File: src/rtl/bram_stack_ctrl.sv
// bram_stack_ctrl: two-requester LIFO controller sequencing an sdp_bram as the operand/token stack.
//   CLK/RSTN            : clock, synchronous active-low reset
//   r{0,1}_req/op/wdata : requests (00 push, 01 pop, 10 peek, 11 clear), held until ack
//   r{0,1}_ack          : one-cycle grant/complete pulse
//   rdata/rvalid/rid    : pop/peek result, valid pulse, owning requester
//   ovf/unf             : one-cycle overflow/underflow pulses
//   count/empty/full    : occupancy
//   ram_*               : BRAM port A (write) and port B (read, one-cycle latency)
module bram_stack_ctrl #(
  parameter int DW    = 9,
  parameter int DEPTH = 2048,
  parameter int AW    = 11
) (
  input  logic          CLK,
  input  logic          RSTN,
  input  logic          r0_req,
  input  logic          r1_req,
  input  logic [1:0]    r0_op,
  input  logic [1:0]    r1_op,
  input  logic [DW-1:0] r0_wdata,
  input  logic [DW-1:0] r1_wdata,
  output logic          r0_ack,
  output logic          r1_ack,
  output logic [DW-1:0] rdata,
  output logic          rvalid,
  output logic          rid,
  output logic          ovf,
  output logic          unf,
  output logic [AW:0]   count,
  output logic          empty,
  output logic          full,
  output logic          ram_ena,
  output logic          ram_wea,
  output logic          ram_enb,
  output logic [AW-1:0] ram_addra,
  output logic [AW-1:0] ram_addrb,
  output logic [DW-1:0] ram_dia,
  input  logic [DW-1:0] ram_dob
);
  typedef enum logic [2:0] {IDLE, WR, RD, RDCAP, NOP} state_t;
  state_t        state_q;
  logic [AW:0]   count_q;
  logic          last_grant_q;
  logic          id_q;
  logic          sel_d;
  logic [1:0]    op_d;
  logic [DW-1:0] wdata_d;
  // On a tie, the port not served last wins; otherwise whichever port is requesting.
  always_comb begin
    sel_d   = (r0_req && r1_req) ? !last_grant_q : r1_req;
    op_d    = sel_d ? r1_op : r0_op;
    wdata_d = sel_d ? r1_wdata : r0_wdata;
  end
  assign count = count_q;
  assign empty = (count_q == '0);
  assign full  = (count_q == (AW+1)'(DEPTH));
  always_ff @(posedge CLK) begin
    if (!RSTN) begin
      state_q      <= IDLE;
      count_q      <= '0;
      last_grant_q <= 1'b1;
      id_q         <= 1'b0;
      r0_ack       <= 1'b0;
      r1_ack       <= 1'b0;
      rdata        <= '0;
      rvalid       <= 1'b0;
      rid          <= 1'b0;
      ovf          <= 1'b0;
      unf          <= 1'b0;
      ram_ena      <= 1'b0;
      ram_wea      <= 1'b0;
      ram_enb      <= 1'b0;
      ram_addra    <= '0;
      ram_addrb    <= '0;
      ram_dia      <= '0;
    end else begin
      // Every pulse output lasts exactly one cycle unless re-armed below.
      r0_ack  <= 1'b0;
      r1_ack  <= 1'b0;
      rvalid  <= 1'b0;
      ovf     <= 1'b0;
      unf     <= 1'b0;
      ram_ena <= 1'b0;
      ram_wea <= 1'b0;
      ram_enb <= 1'b0;
      case (state_q)
        IDLE: if (r0_req || r1_req) begin
          last_grant_q <= sel_d;
          id_q         <= sel_d;
          r0_ack       <= !sel_d;
          r1_ack       <= sel_d;
          if (op_d == 2'b11) begin
            count_q <= '0;
            state_q <= NOP;
          end else if (op_d == 2'b00) begin
            if (full) begin
              ovf     <= 1'b1;
              state_q <= NOP;
            end else begin
              ram_addra <= count_q[AW-1:0];
              ram_dia   <= wdata_d;
              ram_ena   <= 1'b1;
              ram_wea   <= 1'b1;
              count_q   <= count_q + 1'b1;
              state_q   <= WR;
            end
          end else if (empty) begin
            unf     <= 1'b1;
            state_q <= NOP;
          end else begin
            ram_addrb <= AW'(count_q - 1'b1);
            ram_enb   <= 1'b1;
            count_q   <= (op_d == 2'b01) ? count_q - 1'b1 : count_q;
            state_q   <= RD;
          end
        end
        RD: state_q <= RDCAP;
        // BRAM output register holds the word now; capture it for the requester.
        RDCAP: begin
          rdata   <= ram_dob;
          rvalid  <= 1'b1;
          rid     <= id_q;
          state_q <= IDLE;
        end
        default: state_q <= IDLE;
      endcase
    end
  end
endmodule
File: config.mk
export PLATFORM = sky130hd
export DESIGN_NAME = bram_stack_ctrl
export DESIGN_NICKNAME = d
export VERILOG_FILES = /design/src/rtl/bram_stack_ctrl.sv
export SDC_FILE = /design/constraint.sdc
export NUM_CORES = 1
export LEC_CHECK = 0
export BUFFER_PORTS_ARGS = -buffer_cell sky130_fd_sc_hd__buf_4
export CAP_MARGIN = 20
export CORE_MARGIN = 2
export CORE_UTILIZATION = 35
export DETAILED_ROUTE_END_ITERATION = 7
export PLACE_DENSITY = 0.62
export SLEW_MARGIN = 20
export SYNTH_ARGS = -nofsm -noshare
export SYNTH_HDL_FRONTEND = slang
export SYNTH_SLANG_ARGS = --single-unit
File: constraint.sdc
create_clock -name CLK -period 2.6 [get_ports CLK]
set_input_delay 0.26 -clock CLK [delete_from_list [all_inputs] [get_ports CLK]]
set_output_delay 0.26 -clock CLK [all_outputs]
set_load 0.02 [all_outputs]
==> impl_results.md, run 1 <==
- Final Max Tran Viols: 0
- Worst setup margin: 0.0821 ns
- WHS: 0.158 ns
- Core Area: 8680 um2
- HP Class: in -> reg
- Ys async rst share: 0%
- Vias: 3,022
- Critical path start-end classification: reg -> out
- Clock buffer depth: 2
- Register-to-register setup slack: 0.25 ns
- Worst r2r src: count[0]
- Crit path capture type: primary output
- Mapped Cells: 369
- Global-route wire length before repair: 14,600 um
- Via density: 5.20
- Largest net degree at the start of global routing: 33
- Final ANT Viol Nets: 0
- Vias in the first global route: 2,841
- Fmax: 397 MHz
- Synthesized flop and latch total: 65
- Arr. time, crit path: 2.26 ns
- Main synth FF type: dfxtp_1
- Post-layout net count: 505
- Die X: 98.4 um
- Clk pin slew, worst setup/hold paths: 0.09 ns
- Clock Root Buffer: clkbuf_8
- Post-Route WL: 9040 um
- Most common cell after layout, fill and taps aside: buf_4
- CP Max Fanout: 5
- Setup_tns: 0 ns
- Critical Path Source Type: flip-flop
- I/O Buffers: 97
- Syn Area/Cell: 8.46 um2
- Design Power: 5.74 mW
- Clk_skew: 0.0157 ns
- Worst setup path end: empty
- Highest-count cells in the layout ignoring fill and taps: buf_4 (120), dfxtp_1 (65), nand2_1 (58)
- Power Density: 1360 nW/um2
- Worst setup path start: count[0]
- RSZ-0062 raised after global routing: no
- Min Tclk post-route: 2.52 ns
- Post-synth EDFFs: 0
- Static Leak: 1.77 nW
- Post-Syn Area: 3120 um2
- Pre-CTS setup slack: 0.160 ns
- # DRC: 0
- CTS tree: done
- TritonRoute pass-1 iters: 4
- RR Endpoint: count[11]
- Synthesis-to-finish area growth: 35.5%
- Post-CTS Setup Repair Bufs: 0
- Max cap viols: 0
- Syn_nets: 406
- Later-pin clock latency in the skew report: 0.36 ns
- R2r worst-path depth: 6
- Final Hold Viols: 0
- Hpwl dp: 6780 um
- Core Rows: 34
- Register area share after synthesis: 41.7%
- Initial DRC count: 135
- Initial Util: 36.0%
- Post-DR wirelength/cell: 15.6 um
- Cts bufs inserted: 9
- Post-CTS Resized: 0
- Critical Path RT: 2.34 ns
- # IOs: 98
- Tcrit/Tclk final: 96.8%
- Share of cells above drive strength 1: 32.6%
- Status: finished clean
- Ant diodes: 0
- Die area: 9690 um2
- Initial antenna violation count: 0
- Relative slew slack: 52.1%
- Clock sinks: 65
- VDD IR max: 0.591 mV
- Worst-Margin Slew: 0.717 ns
- Yosys cell types: 52
- Yosys warns: 0
- Final setup violation count: 0
- Die Ht: 98.4 um
- Global-route usage over all layers: 18.8%
- RePlAce Congestion: 0.858
- Hold-fix buffers, CTS: 0
- H-Tree Depth: 3
- Grt ovf: 0
==> metal layers <==
metal / vias up / track usage [%] / share of wire (%)
met5: - / 0 / 0
li1: 1509 / - / -
met1: 1396 / 26.0 / 44
met4: 0 / 6.01 / 1.5
met3: 10 / 4.47 / 7.2
met2: 107 / 29.1 / 47
==> worst min path at each step <==
stage | slack [ns] | depth (start not counted) | endpoint | startpoint
finish | 0.16 | 3 | rdata[0] | ram_dob[0]
global route | 0.16 | 3 | rdata[6] | ram_dob[6]
CTS | 0.14 | 3 | rdata[3] | ram_dob[3]
detailed placement | 0.45 | 2 | rid | id_q
global placement | 0.44 | 2 | rdata[6] | rdata[6]
floorplan | 0.40 | 2 | rdata[2] | ram_dob[2]
==> synth_stat cells, types with 3 or more instances <==
master / instances / area share (%)
o21ai_0: 9 / 1.4
nand2_1: 58 / 7.0
clkbuf_1: 17 / 2.0
or4_4: 3 / 1.1
a31oi_1: 3 / 0.60
o22ai_1: 4 / 0.80
a21oi_1: 27 / 4.3
and3_1: 4 / 0.80
mux2i_1: 21 / 6.7
o21a_1: 3 / 0.72
buf_2: 10 / 1.6
nand3_1: 12 / 1.9
a211oi_1: 18 / 4.3
nand4_1: 3 / 0.60
nor2b_1: 3 / 0.60
xnor2_1: 5 / 1.4
nand2b_1: 4 / 0.80
dfxtp_1: 65 / 42
nor4_1: 5 / 1.0
nor2_1: 33 / 4.0
inv_1: 4 / 0.48
or3_1: 3 / 0.60
nor3_1: 8 / 1.3
xor2_1: 7 / 2.0
==> cells by family (layout without fill, tap and decap cells) <==
logic type	count (synthesis)	count (layout)	synth area share (%)
and+or+nand+nor	147	147	22.9
AOI/OAI and AO/OA	84	84	18.2
adders and majority gates	2	2	0.801
muxes	23	23	7.82
buffers and inverters	36	140	5.21
DFF	65	65	41.7
xor gates and xnor gates	12	12	3.37
==> where the power goes <==
group | switching (mW) | internal, mW | leakage [nW]
registers | 0.196 | 1.27 | 0.529
clock network | 0.422 | 0.440 | 0.0912
logic | 1.94 | 1.48 | 1.14
total | 2.55 | 3.19 | 1.77
==> per-stage QoR <==
| step | cell area [um2] | std cells | utilization [%] |
|---|---|---|---|
| CTS | 4220 | 581 | 48.7 |
| global route | 4230 | 581 | 48.7 |
| finish | 4230 | 581 | 48.7 |
| global placement | 4030 | 565 | 46.4 |
| detailed placement | 4030 | 565 | 46.4 |
| floorplan | 3130 | 369 | - |
==> critical path: stages, from the launching register on <==
cell     delay (ns)
dfxtp_1        0.32
inv_1          0.11
ha_1           0.27
or3b_2         0.51
nor4b_4        0.36
buf_4          0.20
buf_4          0.14
==> flip-flops by register name, summed over array words and instances, names as in the netlist, 3 cells and up <==
name,flops
state_q,3
ram_addrb,11
ram_addra,11
rdata,9
count,12
ram_dia,9
==> cell type report <==
class,count,area (um2)
Fill cell,844,4450
Clock inverter,7,71.3
Multi-Input combinational cell,268,1680
Tap cell,108,135
Clock buffer,9,124
Sequential cell,65,1300
Timing Repair Buffer,120,901
Inverter,4,15.0
(Power assumes the default switching activity.)
==> run 2, diff against run 1 <==
--- a/config.mk
+++ b/config.mk
@@ -11,6 +11,7 @@
 export CORE_UTILIZATION = 35
 export DETAILED_ROUTE_END_ITERATION = 7
 export PLACE_DENSITY = 0.62
+export SETUP_SLACK_MARGIN = 0.3
 export SLEW_MARGIN = 20
 export SYNTH_ARGS = -nofsm -noshare
 export SYNTH_HDL_FRONTEND = slang
==> constraint.sdc (replaced) <==
create_clock -name CLK -period 3.1 [get_ports CLK]
set_input_delay 0.31 -clock CLK [delete_from_list [all_inputs] [get_ports CLK]]
set_output_delay 0.31 -clock CLK [all_outputs]
set_load 0.02 [all_outputs]
==> impl_results.md, run 2 (synthesis results as in run 1) <==
- Setup_tns: 0 ns (unchanged)
- Busiest grt layer: met2
- Critical path start-end classification: reg -> out
- Die X: 98.4 um (unchanged)
- Routing usage on met1: 23.9% (-2.1 points)
- Post-Route WL: 8610 um (-4.8%)
- # DRC: 0 (unchanged)
- Clock Root Buffer: clkbuf_8
- Clk pin slew, worst setup/hold paths: 0.07 ns (-0.02 ns)
- Largest net degree at the start of global routing: 30 (-9.1%)
- Non-filler cells, final: 566 (-2.6%)
- Die Ht: 98.4 um (unchanged)
- Sw Share: 43.2% (-1.3 points)
- Clk_skew: 0.0106 ns (-0.00515 ns)
- Initial Util: 36.0% (unchanged)
- Grt ovf: 0 (unchanged)
- TritonRoute pass-1 iters: 6 (+2)
- RePlAce Congestion: 0.824 (-3.9%)
- Post-layout net count: 490 (-3.0%)
- Hold-fix buffers, CTS: 0 (unchanged)
- Initial DRC count: 193 (+43%)
- Initial antenna violation count: 0 (unchanged)
- H-Tree Depth: 3 (unchanged)
- Critical Path RT: 2.79 ns (+0.45 ns)
- Arr. time, crit path: 2.33 ns (+0.07 ns)
- Final Max Tran Viols: 0 (unchanged)
- Worst-Margin Slew: 0.909 ns (+0.193 ns)
- Later-pin clock latency in the skew report: 0.33 ns (-0.03 ns)
- Vias: 2,928 (-3.1%)
- Max reg flops: 12 (unchanged)
- VDD IR max: 0.484 mV (-18%)
- Status: finished clean
- Critical Path Source Type: flip-flop
- Crit path capture type: primary output
- Die area: 9690 um2 (unchanged)
- Clock sinks: 65 (unchanged)
- Crit-path cells: inv_1 -> ha_1 -> or3b_2 -> nor4b_4 -> buf_4
- Cts bufs inserted: 9 (unchanged)
- Part of the power in registers: 29.4% (+3.9 points)
- Vias in the first global route: 2,635 (-7.3%)
- Worst path slowest cell: or3b_2
- Hpwl dp: 6360 um (-6.1%)
- Dpl cells: 549 (-2.8%)
- P_int: 2.65 mW (-17%)
- HP Class: in -> reg
- GR Layer Usage met2: 26.4% (-2.7 points)
- # IOs: 98 (unchanged)
- Tcrit/Tclk final: 85.1%
- Filler instances: 867 (+2.7%)
- Final Hold Viols: 0 (unchanged)
- Static Leak: 1.71 nW (-3.1%)
- Most common cell after layout, fill and taps aside: buf_4
- Pre-CTS setup slack: 0.482 ns (+0.323 ns)
- Power Density: 1120 nW/um2 (-17%)
- Ant diodes: 0 (unchanged)
- Fmax: 379 MHz
- CTS tree: done
- Met3 Use GR: 3.19% (-1.3 points)
- Final setup violation count: 0 (unchanged)
- Clock buffer depth: 2 (unchanged)
- Synthesis-to-finish area growth: 33.0%
- Power share of the combinational group: 53.4% (-6.1 points)
- Final ANT Viol Nets: 0 (unchanged)
- CP Max Fanout: 11 (+6)
- RSZ-0062 raised after global routing: no
- Max cap viols: 0 (unchanged)
- I/O Buffers: 97 (unchanged)
- Post-layout util: 47.8% (-0.89 points)
- Global-route usage over all layers: 17.1% (-1.7 points)
- Core Rows: 34 (unchanged)
- Post-DR wirelength/cell: 15.2 um (-2.2%)
- Via density: 5.17 (-0.54%)
- Core Area: 8680 um2 (unchanged)
- Worst setup margin: 0.463 ns (+0.381 ns)
- Relative slew slack: 39.3% (-13 points)
- Share of cells above drive strength 1: 29.9% (-2.6 points)
- Clock power share: 17.3% (+2.3 points)
- Max incr delay on CP: 0.51 ns (about the same)
- Min Tclk post-route: 2.64 ns
- Global-route wire length before repair: 13,300 um (-8.3%)
- Net switching power: 2.02 mW (-21%)
- Highest-count cells in the layout ignoring fill and taps: buf_4 (104), dfxtp_1 (65), nand2_1 (58)
[run 2: through the flow]
step	power [mW]	area (um2)	hold WS, ns
5_1_grt	4.98	4150	0.218
3_3_place_gp	3.77	3900	0.444
4_1_cts	4.65	4130	0.211
3_5_place_dp	3.79	3900	0.449
2_1_floorplan	3.03	3120	0.432
6_report	4.67	4150	0.231
[run 2: area by class of cell]
type                            count  area (um2)  share of cell area [%]
Timing Repair Buffer              105         801                    19.3
Sequential cell                    65        1300                    31.3
Multi-Input combinational cell    268        1680                    40.4
Tap cell                          108         135                    3.25
Inverter                            4        15.0                   0.362
Clock inverter                      2        60.1                    1.45
Clock buffer                       14         163                    3.92
[run 2: worst paths after layout]
check,to,slack (ns),cells after the start,start
setup / recovery,empty,0.46,5,count[0]
hold / removal,rdata[7],0.23,3,ram_dob[7]
setup reg to reg,ram_addrb[10],0.63,7,count[0]
hold reg to reg,ram_addra[1],0.46,2,ram_addra[1]
[run 2: power groups by stage]
| stage | registers (mW) | logic (mW) | clock network (mW) |
|---|---|---|---|
| floorplan | 1.44 | 1.59 | 0 |
| global placement | 1.37 | 2.40 | 0 |
| detailed placement | 1.38 | 2.41 | 0 |
| CTS | 1.37 | 2.45 | 0.826 |
| global route | 1.41 | 2.71 | 0.865 |
| finish | 1.37 | 2.49 | 0.806 |
[run 2: critical path: cells and delay by family (launching register included)]
kind                     cells  cell delay (ns)
flip-flops                   1             0.42
buffers and inverters        2             0.38
adder cells (fa/ha/maj)      1             0.26
AND/OR/NAND/NOR              2             0.93
[run 2: routing by layer]
layer,vias to the layer above,part of all wire (%)
li1,1474,-
met3,6,5.6
met1,1370,46
met2,78,47
met4,0,1.1
met5,-,0
[run 2: timing repair]
action,4_1_cts,5_1_grt
buffers inserted,0,1
setup endpoints to repair,1,14
resized for setup,1,1
pin swaps,0,1
==> run 3, diff against run 2 <==
--- a/config.mk
+++ b/config.mk
@@ -10,8 +10,9 @@
 export CORE_MARGIN = 2
 export CORE_UTILIZATION = 35
 export DETAILED_ROUTE_END_ITERATION = 7
-export PLACE_DENSITY = 0.62
+export PLACE_DENSITY = 0.68
 export SETUP_SLACK_MARGIN = 0.3
+export SKIP_LAST_GASP = 1
 export SLEW_MARGIN = 20
 export SYNTH_ARGS = -nofsm -noshare
 export SYNTH_HDL_FRONTEND = slang
==> impl_results.md, run 3 (synthesis results as in run 1) <==
- VDD IR max: 0.596 mV (+23%)
- Power Density: 1140 nW/um2 (+1.1%)
- Synthesis-to-finish area growth: 33.7%
- CTS tree: done
- Critical path start-end classification: reg -> out
- Worst path slowest cell: or3b_2
- Clock sinks: 65 (unchanged)
- RSZ-0062 raised after global routing: no
- Ant diodes: 0 (unchanged)
- Net switching power: 2.09 mW (+3.7%)
- Design Power: 4.74 mW (+1.6%)
- Initial Util: 36.0% (unchanged)
- Setup_tns: 0 ns (unchanged)
- Cts bufs inserted: 9 (unchanged)
- Clock power share: 17.5% (+0.2 points)
- Core Area: 8680 um2 (unchanged)
- Later-pin clock latency in the skew report: 0.36 ns (+0.03 ns)
- Max incr delay on CP: 0.52 ns (about the same)
- Highest-count cells in the layout ignoring fill and taps: buf_4 (106), dfxtp_1 (65), nand2_1 (58)
- Global-route wire length before repair: 14,000 um (+4.8%)
- Min Tclk post-route: 2.71 ns (+0.0689 ns)
- # DRC: 0 (unchanged)
- Critical Path Source Type: flip-flop
- Largest net degree at the start of global routing: 34 (+13%)
- Core Rows: 34 (unchanged)
- Part of the power in registers: 28.8% (-0.6 points)
- Sw Share: 44.1% (+0.88 points)
- Post-layout net count: 492 (+0.41%)
- Pre-CTS setup slack: 0.418 ns (-0.0646 ns)
- Fmax: 370 MHz (-2.5%)
- Vias in the first global route: 2,740 (+4.0%)
- I/O Buffers: 97 (unchanged)
- Final Hold Viols: 0 (unchanged)
- Via density: 5.28 (+2.1%)
- RePlAce Congestion: 0.815 (-1.1%)
- H-Tree Depth: 3 (unchanged)
- Initial antenna violation count: 0 (unchanged)
- Hpwl dp: 6320 um (-0.63%)
- Max cap viols: 0 (unchanged)
- Hold-fix buffers, CTS: 0 (unchanged)
- Worst-Margin Slew: 0.991 ns (+0.0814 ns)
- Global-route usage over all layers: 18.0% (+0.86 points)
- Post-Route WL: 8760 um (+1.8%)
- Most common cell after layout, fill and taps aside: buf_4
- Clock buffer depth: 2 (unchanged)
- Arr. time, crit path: 2.40 ns (+0.07 ns)
- Clk_skew: 0.0132 ns (+0.00259 ns)
- Grt ovf: 0 (unchanged)
- Worst setup margin: 0.394 ns (-0.0689 ns)
- Crit-path cells: inv_1 -> ha_1 -> or3b_2 -> nor4b_4 -> buf_4
- TritonRoute pass-1 iters: 4 (-2)
- Initial DRC count: 235 (+22%)
- Die Ht: 98.4 um (unchanged)
- Tcrit/Tclk final: 87.3% (+2.2 points)
- Share of cells above drive strength 1: 30.9% (+0.96 points)
- Power share of the combinational group: 53.7% (+0.3 points)
- Die X: 98.4 um (unchanged)
- Critical Path RT: 2.79 ns (about the same)
- Dpl cells: 549 (unchanged)
- Final ANT Viol Nets: 0 (unchanged)
- Clock Root Buffer: clkbuf_8
- Post-DR wirelength/cell: 15.4 um (+1.4%)
- CP Max Fanout: 11 (unchanged)
- Crit path capture type: primary output
- Vias: 3,001 (+2.5%)
- Relative slew slack: 33.9% (-5.4 points)
- # IOs: 98 (unchanged)
- Final Max Tran Viols: 0 (unchanged)
- HP Class: in -> reg
- Non-filler cells, final: 568 (+0.35%)
- P_int: 2.65 mW (about the same)
- Final setup violation count: 0 (unchanged)
- Die area: 9690 um2 (unchanged)
- Status: finished clean
- Max reg flops: 12 (unchanged)
- Clk pin slew, worst setup/hold paths: 0.08 ns (about the same)
- WHS: 0.200 ns (-0.0311 ns)
- Static Leak: 1.71 nW (+0.18%)
## run 3: stage by stage
stage	area [um2]	utilization [%]
after floorplan	3120	-
after global placement	3900	44.9
after detailed placement	3900	44.9
after CTS	4140	47.7
after global routing	4170	48.1
final	4170	48.1
## run 3: routing by layer
metal	global-route usage [%]	wire (um)
met1	24.5	4030
met3	4.33	517
met4	7.48	210
met2	27.3	4000
met5	0	0
## run 3: worst max-delay path: cells and delay by family (launching register included)
| kind | cells | cell delay (ns) |
|---|---|---|
| buf+inv | 2 | 0.39 |
| fa+ha+maj | 1 | 0.28 |
| simple gates | 2 | 0.94 |
| flops | 1 | 0.43 |
## run 3: path summary, 6_finish.rpt
| path | start | to | slack, ns | cells after the start |
|---|---|---|---|---|
| max reg2reg | count[0] | count[0] | 0.56 | 8 |
| min reg2reg | rdata[8] | rdata[8] | 0.46 | 2 |
| min | ram_dob[4] | rdata[4] | 0.20 | 3 |
| max | count[0] | empty | 0.39 | 5 |
## run 3: power groups by stage
stage	combinational, mW	sequential (mW)	clock [mW]
6_report	2.55	1.37	0.830
5_1_grt	2.76	1.41	0.879
4_1_cts	2.47	1.36	0.844
3_5_place_dp	2.43	1.37	0
3_3_place_gp	2.39	1.36	0
2_1_floorplan	1.59	1.44	0
## run 3: layout make-up
class | instances | area [um2]
Clock buffer | 10 | 138
Tap cell | 108 | 135
Multi-Input combinational cell | 268 | 1680
Sequential cell | 65 | 1300
Fill cell | 844 | 4510
Inverter | 4 | 15.0
Timing Repair Buffer | 107 | 816
Clock inverter | 6 | 91.3
## run 3: what timing repair did
item | 4_1_cts | 5_1_grt
buffers inserted | 0 | 3
endpoints found under the setup margin | 1 | 21
resized for setup | 1 | 1
pin swaps | 0 | 1
